**src/rtl/ray_fixed_pkg.sv**
```systemverilog
// Shared constants and FSM encoding for the ray fixed-point vector blocks.
// Component format: 19-bit sign-magnitude, bit18 sign, [17:0] magnitude
// with FRAC_BITS fractional bits.
package ray_fixed_pkg;

  localparam int unsigned COMP_WIDTH   = 19;
  localparam int unsigned FRAC_BITS    = 10;
  localparam int unsigned VECTOR_WIDTH = 3 * COMP_WIDTH;
  localparam int unsigned SIGN_BIT     = 18;
  localparam int unsigned MAG_WIDTH    = 18;

  localparam logic [MAG_WIDTH-1:0] MAG_MAX = 18'h3FFFF;

  // One state per component plus handshake states.
  typedef enum logic [2:0] {
    ST_IDLE = 3'd0,
    ST_CX   = 3'd1,
    ST_CY   = 3'd2,
    ST_CZ   = 3'd3,
    ST_DONE = 3'd4
  } state_t;

endpackage

```
**src/rtl/sm_component_sub.sv**
```systemverilog
// Combinational sign-magnitude subtract of one component: diff = a - b.
// Ports:
//   a    in  19  minuend component
//   b    in  19  subtrahend component
//   diff out 19  difference (saturated or wrapped on overflow, never -0)
//   ovf  out 1   magnitude overflow
module sm_component_sub
  import ray_fixed_pkg::*;
#(
  parameter bit SATURATE = 1'b1
) (
  input  logic [COMP_WIDTH-1:0] a,
  input  logic [COMP_WIDTH-1:0] b,
  output logic [COMP_WIDTH-1:0] diff,
  output logic                  ovf
);

  logic                 w_sa;
  logic                 w_sb;
  logic [MAG_WIDTH-1:0] w_ma;
  logic [MAG_WIDTH-1:0] w_mb;
  logic [MAG_WIDTH:0]   w_sum;
  logic [MAG_WIDTH-1:0] w_mag;
  logic                 w_sign;

  // Subtraction is addition with the subtrahend's sign flipped.
  assign w_sa  = a[SIGN_BIT];
  assign w_sb  = ~b[SIGN_BIT];
  assign w_ma  = a[MAG_WIDTH-1:0];
  assign w_mb  = b[MAG_WIDTH-1:0];
  assign w_sum = {1'b0, w_ma} + {1'b0, w_mb};

  // Magnitude/sign selection with overflow handling.
  always_comb begin
    w_mag  = '0;
    w_sign = 1'b0;
    ovf    = 1'b0;
    if (w_sa == w_sb) begin
      w_sign = w_sa;
      ovf    = w_sum[MAG_WIDTH];
      if (w_sum[MAG_WIDTH] && SATURATE) begin
        w_mag = MAG_MAX;
      end else begin
        w_mag = w_sum[MAG_WIDTH-1:0];
      end
    end else if (w_ma >= w_mb) begin
      w_mag  = w_ma - w_mb;
      w_sign = w_sa;
    end else begin
      w_mag  = w_mb - w_ma;
      w_sign = w_sb;
    end
    // A zero magnitude is always reported as +0.
    if (w_mag == '0) begin
      w_sign = 1'b0;
    end
  end

  assign diff = {w_sign, w_mag};

endmodule

```
**src/rtl/signed_vector_subtraction_seq.sv**
```systemverilog
// Sequential {x,y,z} sign-magnitude vector subtract: out = v1 - v2, one
// component per cycle through a shared datapath, valid/ready on both sides.
// Ports:
//   clk, rst       clock, synchronous active-high reset
//   in_valid/ready input handshake (in_ready is combinational, IDLE only)
//   in_vector_1/2  57-bit minuend/subtrahend {x[56:38], y[37:19], z[18:0]}
//   out_valid/ready output handshake
//   out_vector     57-bit difference, same packing
//   out_overflow   per-component overflow {x, y, z}
module signed_vector_subtraction_seq
  import ray_fixed_pkg::*;
#(
  parameter bit SATURATE = 1'b1
) (
  input  logic                    clk,
  input  logic                    rst,
  input  logic                    in_valid,
  output logic                    in_ready,
  input  logic [VECTOR_WIDTH-1:0] in_vector_1,
  input  logic [VECTOR_WIDTH-1:0] in_vector_2,
  output logic                    out_valid,
  input  logic                    out_ready,
  output logic [VECTOR_WIDTH-1:0] out_vector,
  output logic [2:0]              out_overflow
);

  state_t                  r_state;
  state_t                  w_state_nxt;
  logic [VECTOR_WIDTH-1:0] r_v1;
  logic [VECTOR_WIDTH-1:0] r_v2;
  logic [VECTOR_WIDTH-1:0] r_out_vector;
  logic [2:0]              r_out_overflow;
  logic                    r_out_valid;
  logic [COMP_WIDTH-1:0]   w_a;
  logic [COMP_WIDTH-1:0]   w_b;
  logic [COMP_WIDTH-1:0]   w_diff;
  logic                    w_ovf;

  assign in_ready     = (r_state == ST_IDLE);
  assign out_valid    = r_out_valid;
  assign out_vector   = r_out_vector;
  assign out_overflow = r_out_overflow;

  // State register.
  always_ff @(posedge clk) begin
    if (rst) begin
      r_state <= ST_IDLE;
    end else begin
      r_state <= w_state_nxt;
    end
  end

  // Next-state logic.
  always_comb begin
    w_state_nxt = r_state;
    case (r_state)
      ST_IDLE: if (in_valid) w_state_nxt = ST_CX;
      ST_CX:   w_state_nxt = ST_CY;
      ST_CY:   w_state_nxt = ST_CZ;
      ST_CZ:   w_state_nxt = ST_DONE;
      ST_DONE: if (r_out_valid && out_ready) w_state_nxt = ST_IDLE;
      default: w_state_nxt = ST_IDLE;
    endcase
  end

  // Component mux feeding the single subtractor.
  always_comb begin
    w_a = r_v1[COMP_WIDTH-1:0];
    w_b = r_v2[COMP_WIDTH-1:0];
    case (r_state)
      ST_CX: begin
        w_a = r_v1[3*COMP_WIDTH-1:2*COMP_WIDTH];
        w_b = r_v2[3*COMP_WIDTH-1:2*COMP_WIDTH];
      end
      ST_CY: begin
        w_a = r_v1[2*COMP_WIDTH-1:COMP_WIDTH];
        w_b = r_v2[2*COMP_WIDTH-1:COMP_WIDTH];
      end
      default: ;
    endcase
  end

  sm_component_sub #(
    .SATURATE (SATURATE)
  ) u_sub (
    .a    (w_a),
    .b    (w_b),
    .diff (w_diff),
    .ovf  (w_ovf)
  );

  // Operand capture and per-component result write-back.
  always_ff @(posedge clk) begin
    if (rst) begin
      r_v1           <= '0;
      r_v2           <= '0;
      r_out_vector   <= '0;
      r_out_overflow <= '0;
      r_out_valid    <= 1'b0;
    end else begin
      case (r_state)
        ST_IDLE: begin
          if (in_valid) begin
            r_v1 <= in_vector_1;
            r_v2 <= in_vector_2;
          end
        end
        ST_CX: begin
          r_out_vector[3*COMP_WIDTH-1:2*COMP_WIDTH] <= w_diff;
          r_out_overflow[2]                         <= w_ovf;
        end
        ST_CY: begin
          r_out_vector[2*COMP_WIDTH-1:COMP_WIDTH] <= w_diff;
          r_out_overflow[1]                       <= w_ovf;
        end
        ST_CZ: begin
          r_out_vector[COMP_WIDTH-1:0] <= w_diff;
          r_out_overflow[0]            <= w_ovf;
          r_out_valid                  <= 1'b1;
        end
        ST_DONE: begin
          if (out_ready) r_out_valid <= 1'b0;
        end
        default: ;
      endcase
    end
  end

endmodule

```
**config.mk**
```make
export PLATFORM = sky130hd
export DESIGN_NAME = signed_vector_subtraction_seq
export DESIGN_NICKNAME = d
export VERILOG_FILES = /design/src/rtl/ray_fixed_pkg.sv /design/src/rtl/sm_component_sub.sv /design/src/rtl/signed_vector_subtraction_seq.sv
export SDC_FILE = /design/constraint.sdc
export NUM_CORES = 1
export LEC_CHECK = 0
export CAP_MARGIN = 20
export CORE_MARGIN = 2
export CORE_UTILIZATION = 64
export DETAILED_ROUTE_END_ITERATION = 8
export DONT_BUFFER_PORTS = 1
export GPL_ROUTABILITY_DRIVEN = 0
export GPL_TIMING_DRIVEN = 0
export MAX_ROUTING_LAYER = met4
export PLACE_DENSITY = 0.84
export SYNTH_ARGS = -nofsm -noshare
export SYNTH_HDL_FRONTEND = slang
export SYNTH_SLANG_ARGS = --single-unit
```
**constraint.sdc**
```tcl
create_clock -name clk -period 6.3 [get_ports clk]
set_input_delay 1.26 -clock clk [delete_from_list [all_inputs] [get_ports clk]]
set_output_delay 1.26 -clock clk [all_outputs]
set_load 0.01 [all_outputs]
```
* Word-level counts from Yosys, hierarchy flattened
Cells that the tools add are included.
** Storage, ports and cells
- Output and inout bits :: 62
- Word-level logic and storage cells :: 44
- Register bits after elaboration :: 178
- Input bits :: 118
** Operators by class
- Magnitude comparators :: 1
- Muxes and demuxes :: 14
- Bitwise logic cells :: 1
- Reductions and logical operators :: 7
- Eq/ne operators :: 8
- Add/subtract/negate cells :: 3
** Operators by type and width (number)
- 19-bit case mux with 2 select lines :: 2
- 18-bit 2-to-1 mux :: 3
- 18-bit subtractor :: 2
- 18-bit by 18-bit adder with 19-bit output :: 1
- 18-bit >= comparator :: 1
- 18-bit logical NOT :: 1
- 3-bit case mux with 5 select lines :: 1
- 3-bit by 2-bit equality test with 1-bit output (second input constant) :: 2
- 3-bit 2-to-1 mux :: 2
- 2-bit inequality test (second input constant) :: 3
- 2-bit AND reduction :: 3
- 1-bit 2-to-1 mux :: 5
- 3-bit by 1-bit equality test with 1-bit output (second input constant) :: 1
- 3-bit equality test (second input constant) :: 1
- 3-bit logical NOT :: 1
- 1-bit case mux with 2 select lines :: 1
- 2-bit nonzero test :: 1
- 1-bit equality test :: 1
- 1-bit logical AND :: 1
- 1-bit inverter :: 1

* Longest topological paths before layout
- Depth after elaboration :: 7
- Depth in mapped cells :: 19
- Mapped depth without buffers :: 17

* Hierarchy
From an unflattened synthesis, not the netlist that was laid out.
** Second synthesis, totals
- Cells, all modules :: 1321
- Area total of the unflattened synthesis :: 9899.5 µm²
** Modules (own cells, without submodules)
- signed_vector_subtraction_seq :: area each 6895.4 µm², seq. area each 3563.4 µm², cells an instance 875, times used 1
- sm_component_sub :: area each 3004.1 µm², seq. area each 0.0 µm², cells an instance 446, times used 1

* Worst setup path before layout
OpenSTA, ideal clock, no wires.
- Path type :: register to register
- Start :: register r_state[0]
- End :: register r_out_vector[18], in the netlist out_vector[18]
- Stages on the path, launching flop included :: 17
- Library setup time :: 0.125 ns
- Arrival time :: 4.710 ns
- Required time :: 6.175 ns
- Period minus slack after synthesis :: 4.834 ns
- Buffers on the path :: 3
- Path slack :: 1.466 ns
- Path through :: dfxtp_1 -> clkbuf_1 -> nor3b_1 -> clkbuf_1 -> a221o_1 -> fa_1 -> o21bai_4 -> a2111oi_4 -> nor3b_4 -> or4_1 -> buf_6 -> a2111o_1 -> o21a_1 -> o211a_1 -> or3b_4 -> nor4_4 -> o21ai_1
** On the way
- Cells in the longest elaborated chain, start to end :: 7
- Elaborated cells between the ends (all ways) :: 18
- Classes of those cells :: 3 x add/sub; 1 x order compare; 4 x eq/ne; 8 x mux; 1 x bitwise; 1 x reduce/logical
** Ends and longest elaborated chain
- start: declaration :: line signed_vector_subtraction_seq.sv:27 : state_t r_state;
- start signal: assignment :: line signed_vector_subtraction_seq.sv:49 : r_state <= w_state_nxt;
- 3-bit by 2-bit equality test with 1-bit output or 3-bit by 1-bit equality test with 1-bit output (tied branches) :: line signed_vector_subtraction_seq.sv:70 : case (r_state)
- 19-bit case mux with 2 select lines :: line signed_vector_subtraction_seq.sv:70
- 18-bit subtractor, or another cell as far along :: line sm_component_sub.sv:50 : w_mag = w_mb - w_ma;
- 18-bit 2-to-1 mux, or another cell as far along :: line sm_component_sub.sv:46 : end else if (w_ma >= w_mb) begin
- 18-bit 2-to-1 mux :: line sm_component_sub.sv:38 : if (w_sa == w_sb) begin
- 18-bit logical NOT :: line sm_component_sub.sv:54 : if (w_mag == '0) begin
- 1-bit 2-to-1 mux :: line sm_component_sub.sv:54
- end signal: indexed assignment :: line signed_vector_subtraction_seq.sv:109 : r_out_vector[3*COMP_WIDTH-1:2*COMP_WIDTH] <= w_diff;
- end signal: indexed assignment :: line signed_vector_subtraction_seq.sv:113 : r_out_vector[2*COMP_WIDTH-1:COMP_WIDTH] <= w_diff;
- end signal: indexed assignment :: line signed_vector_subtraction_seq.sv:117 : r_out_vector[COMP_WIDTH-1:0] <= w_diff;
- end: declaration :: line signed_vector_subtraction_seq.sv:31 : logic [VECTOR_WIDTH-1:0] r_out_vector;
Several ways; a longest one is shown, not always the timed one.
A chain may end at the register's enable or synchronous reset.

* Worst setup path after layout
Ends and elaborated chain as after synthesis.

==> flow_summary.toml <==
[critical_path]
critPathCapture = "out_vector[18]"
crit_type = "reg2reg"
r2r-end = "out_vector[18]"
cp.arrival_ns = 6.48
crit_start = "r_state[0]"
crit_required_ns = 6.63
end_kind = "register"
reg2reg_slack_ns = 0.14
critPathMaxFanout = 10
critPathLaunchType = "register"
r2r_start = "r_state[0]"
r2r_cells = 18

[drt]
wire_per_inst_um = 20.4
via_per_inst = 6.54
ant_nets = 0
post-route-drc-count = 0
drt-initial-drc-count = 1333
routed_wl_um = 32000
dr.pass1.iters = 7
vias = 10200

[floorplan]
die_h_um = 130
die_x_um = 130
rows = 45
initial_core_util_pct = 66.0
coreArea_um2 = 15300
io_pins = 180
dieArea_um2 = 16800

[clock_tree]
clock-root-buffer = "clkbuf_16"
cts_max_path_buffers = 2
cts_tree = "done"
cts_sinks = 178
postCtsHoldBufs = 0
numCtsBuffers = 17
htreeDepth = 4
cts-resized-gates = 0
post_cts_buffers = 0
clkLatencyLatePin_ns = 0.45
clkTransAtPathRegs_ns = 0.08

[power]
ir_drop_v = 0.000256
power.leakage_nw = 4.21
total_power_mw = 3.99
power.density_nw_per_um2 = 363

[placed_design]
placed_area_um2 = 10400
hpwlAfterDp_um = 24500
port-buffer-count = 0

[synth]
synthFlopType = "dfxtp_1"
syn-cell-area_um2 = 10100
synth-edff-count = 0
syn_nets = 1499
synth_cells = 1325
syn_area_per_cell_um2 = 7.62
synth_cell_type_count = 81
yosysWarnings = 0
synth_seq_cells = 178
synthArstFlopShare_pct = 0
synth_seq_area_share_pct = 35.3

[global_route]
grt_pass1_wl_um = 48200
top_usage_layer = "met2"
overflow = 0
grt_use_met2_pct = 57.7
antenna_found_initial = 0
grtUsageTotal_pct = 38.4
grt_max_degree = 19
grt_pass1_vias = 9199
grt_use_met1_pct = 47.1
grt_use_met3_pct = 8.34

[timing]
drv_slew = 0
finalSetupViolations = 0
worst-slew-pin-transition_ns = 0.959
hold_viol = 0
setup-tns-final_ns = 0
fmax_mhz = 162
fin_crit_ns = 6.16
clock_skew_ns = 0.0154
min_period_over_period_pct = 97.7
slew_headroom_pct = 35.9

[layout]
drive_above_1_share_pct = 6.04
final_core_util_pct = 71.7
final_nets = 1518
finish.instance_area_um2 = 11000
diodes = 0
syn_to_final_growth_pct = 8.78

[status]
outcome = "finished clean"

[min_path]
worstHoldPathType = "reg2reg"

[flow_run]
drv.max_cap_violation_count = 0
[layout by cell type (no fill, tap or decap), types with 36 or more instances in the layout]
cell type and n:
and3_1 41, clkbuf_1 80, a211oi_1 38, nor2_1 98, inv_1 51, a221o_1 36
ha_1 53, nand2_1 286, a21oi_1 196, dfxtp_1 178
[worst max-delay path: stages (launching register included)]
cell	delay [ns]
dfxtp_1	0.35
clkbuf_1	0.35
nor3b_2	0.49
clkbuf_1	0.60
a221o_1	0.46
ha_1	0.30
buf_6	0.15
or4_4	0.56
nor4_4	0.31
nor3b_4	0.39
or4_1	0.18
buf_6	0.15
buf_2	0.24
o211ai_1	0.12
mux2i_1	0.48
o211a_1	0.24
nand4b_1	0.15
nor4_4	0.40
o21ai_1	0.12
[worst min path at each step]
stage             from  endpoint  slack (ns)  cells after the start
2_1_floorplan  r_v1[0]   r_v1[0]        0.43                      2
3_3_place_gp   r_v2[0]   r_v2[0]        0.44                      2
3_5_place_dp   r_v2[0]   r_v2[0]        0.44                      2
4_1_cts        r_v2[0]   r_v2[0]        0.45                      2
5_1_grt        r_v2[0]   r_v2[0]        0.47                      2
6_report       r_v2[0]   r_v2[0]        0.46                      2
[cell type report]
cell class                 count  area [µm²]
fill                        1263        4330
tap                          211         264
multi-input combinational    994        5940
clock inverter                13         156
sequential                   178        3560
buffer                        99         422
inverter                      54         203
clock buffer                  19         443
[cells in the mapped netlist, types with 5 or more instances]
master,instances,share of area (%)
nand2_1,286,11
a21oi_1,196,9.7
dfxtp_1,178,35
nor2_1,98,3.6
clkbuf_1,81,3.0
ha_1,53,6.6
inv_1,51,1.9
and3_1,41,2.5
a211oi_1,38,2.8
a221o_1,36,3.6
o21ai_0,25,1.2
nor3_1,19,0.94
nor2b_1,11,0.68
nand3_1,10,0.50
o211ai_1,10,0.74
mux2i_1,9,0.89
a21o_1,8,0.59
a31oi_1,8,0.50
buf_2,8,0.40
nand3b_1,8,0.59
o31ai_1,8,0.59
xnor2_1,7,0.61
nor4_1,6,0.37
or3_1,6,0.37
a221oi_1,5,0.43
nand4_1,5,0.31
o21ai_1,5,0.25
[power by group]
part	internal, mW	total (mW)	leakage [nW]	switching (mW)
sequential	1.22	1.30	1.46	0.0826
clock	0.579	1.10	0.296	0.523
combinational	0.557	1.58	2.46	1.03
total	2.36	3.99	4.21	1.63
[metrics by stage]
step / hold WS (ns) / worst slack, ns / std cells
2_1_floorplan: 0.432 / 1.47 / 1325
3_3_place_gp: 0.439 / 0.195 / 1536
3_5_place_dp: 0.442 / 0.103 / 1536
4_1_cts: 0.452 / 0.103 / 1568
5_1_grt: 0.470 / -0.00434 / 1568
6_report: 0.456 / 0.145 / 1568
[layer usage]
metal / wire (µm) / vias up / part of all wire, %
met1: 12200 / 4678 / 38
met2: 14100 / 704 / 44
met3: 3650 / 151 / 11
met4: 2010 / 0 / 6.3
li1: - / 4714 / -
met5: 0 / - / 0
[cells by family after synthesis]
group           synth area share [%]
xor+xnor                       0.607
fa+ha+maj                       7.16
simple gates                    23.8
mux                             1.26
buf+inv                         6.16
flops                           35.3
compound gates                  25.8
[sequential cells by signal (all words and copies together), names as in the netlist]
register      cells
out_vector       57
r_v1             57
out_overflow      3
r_state           3
out_valid         1
r_v2             57
(Power assumes the default switching activity.)
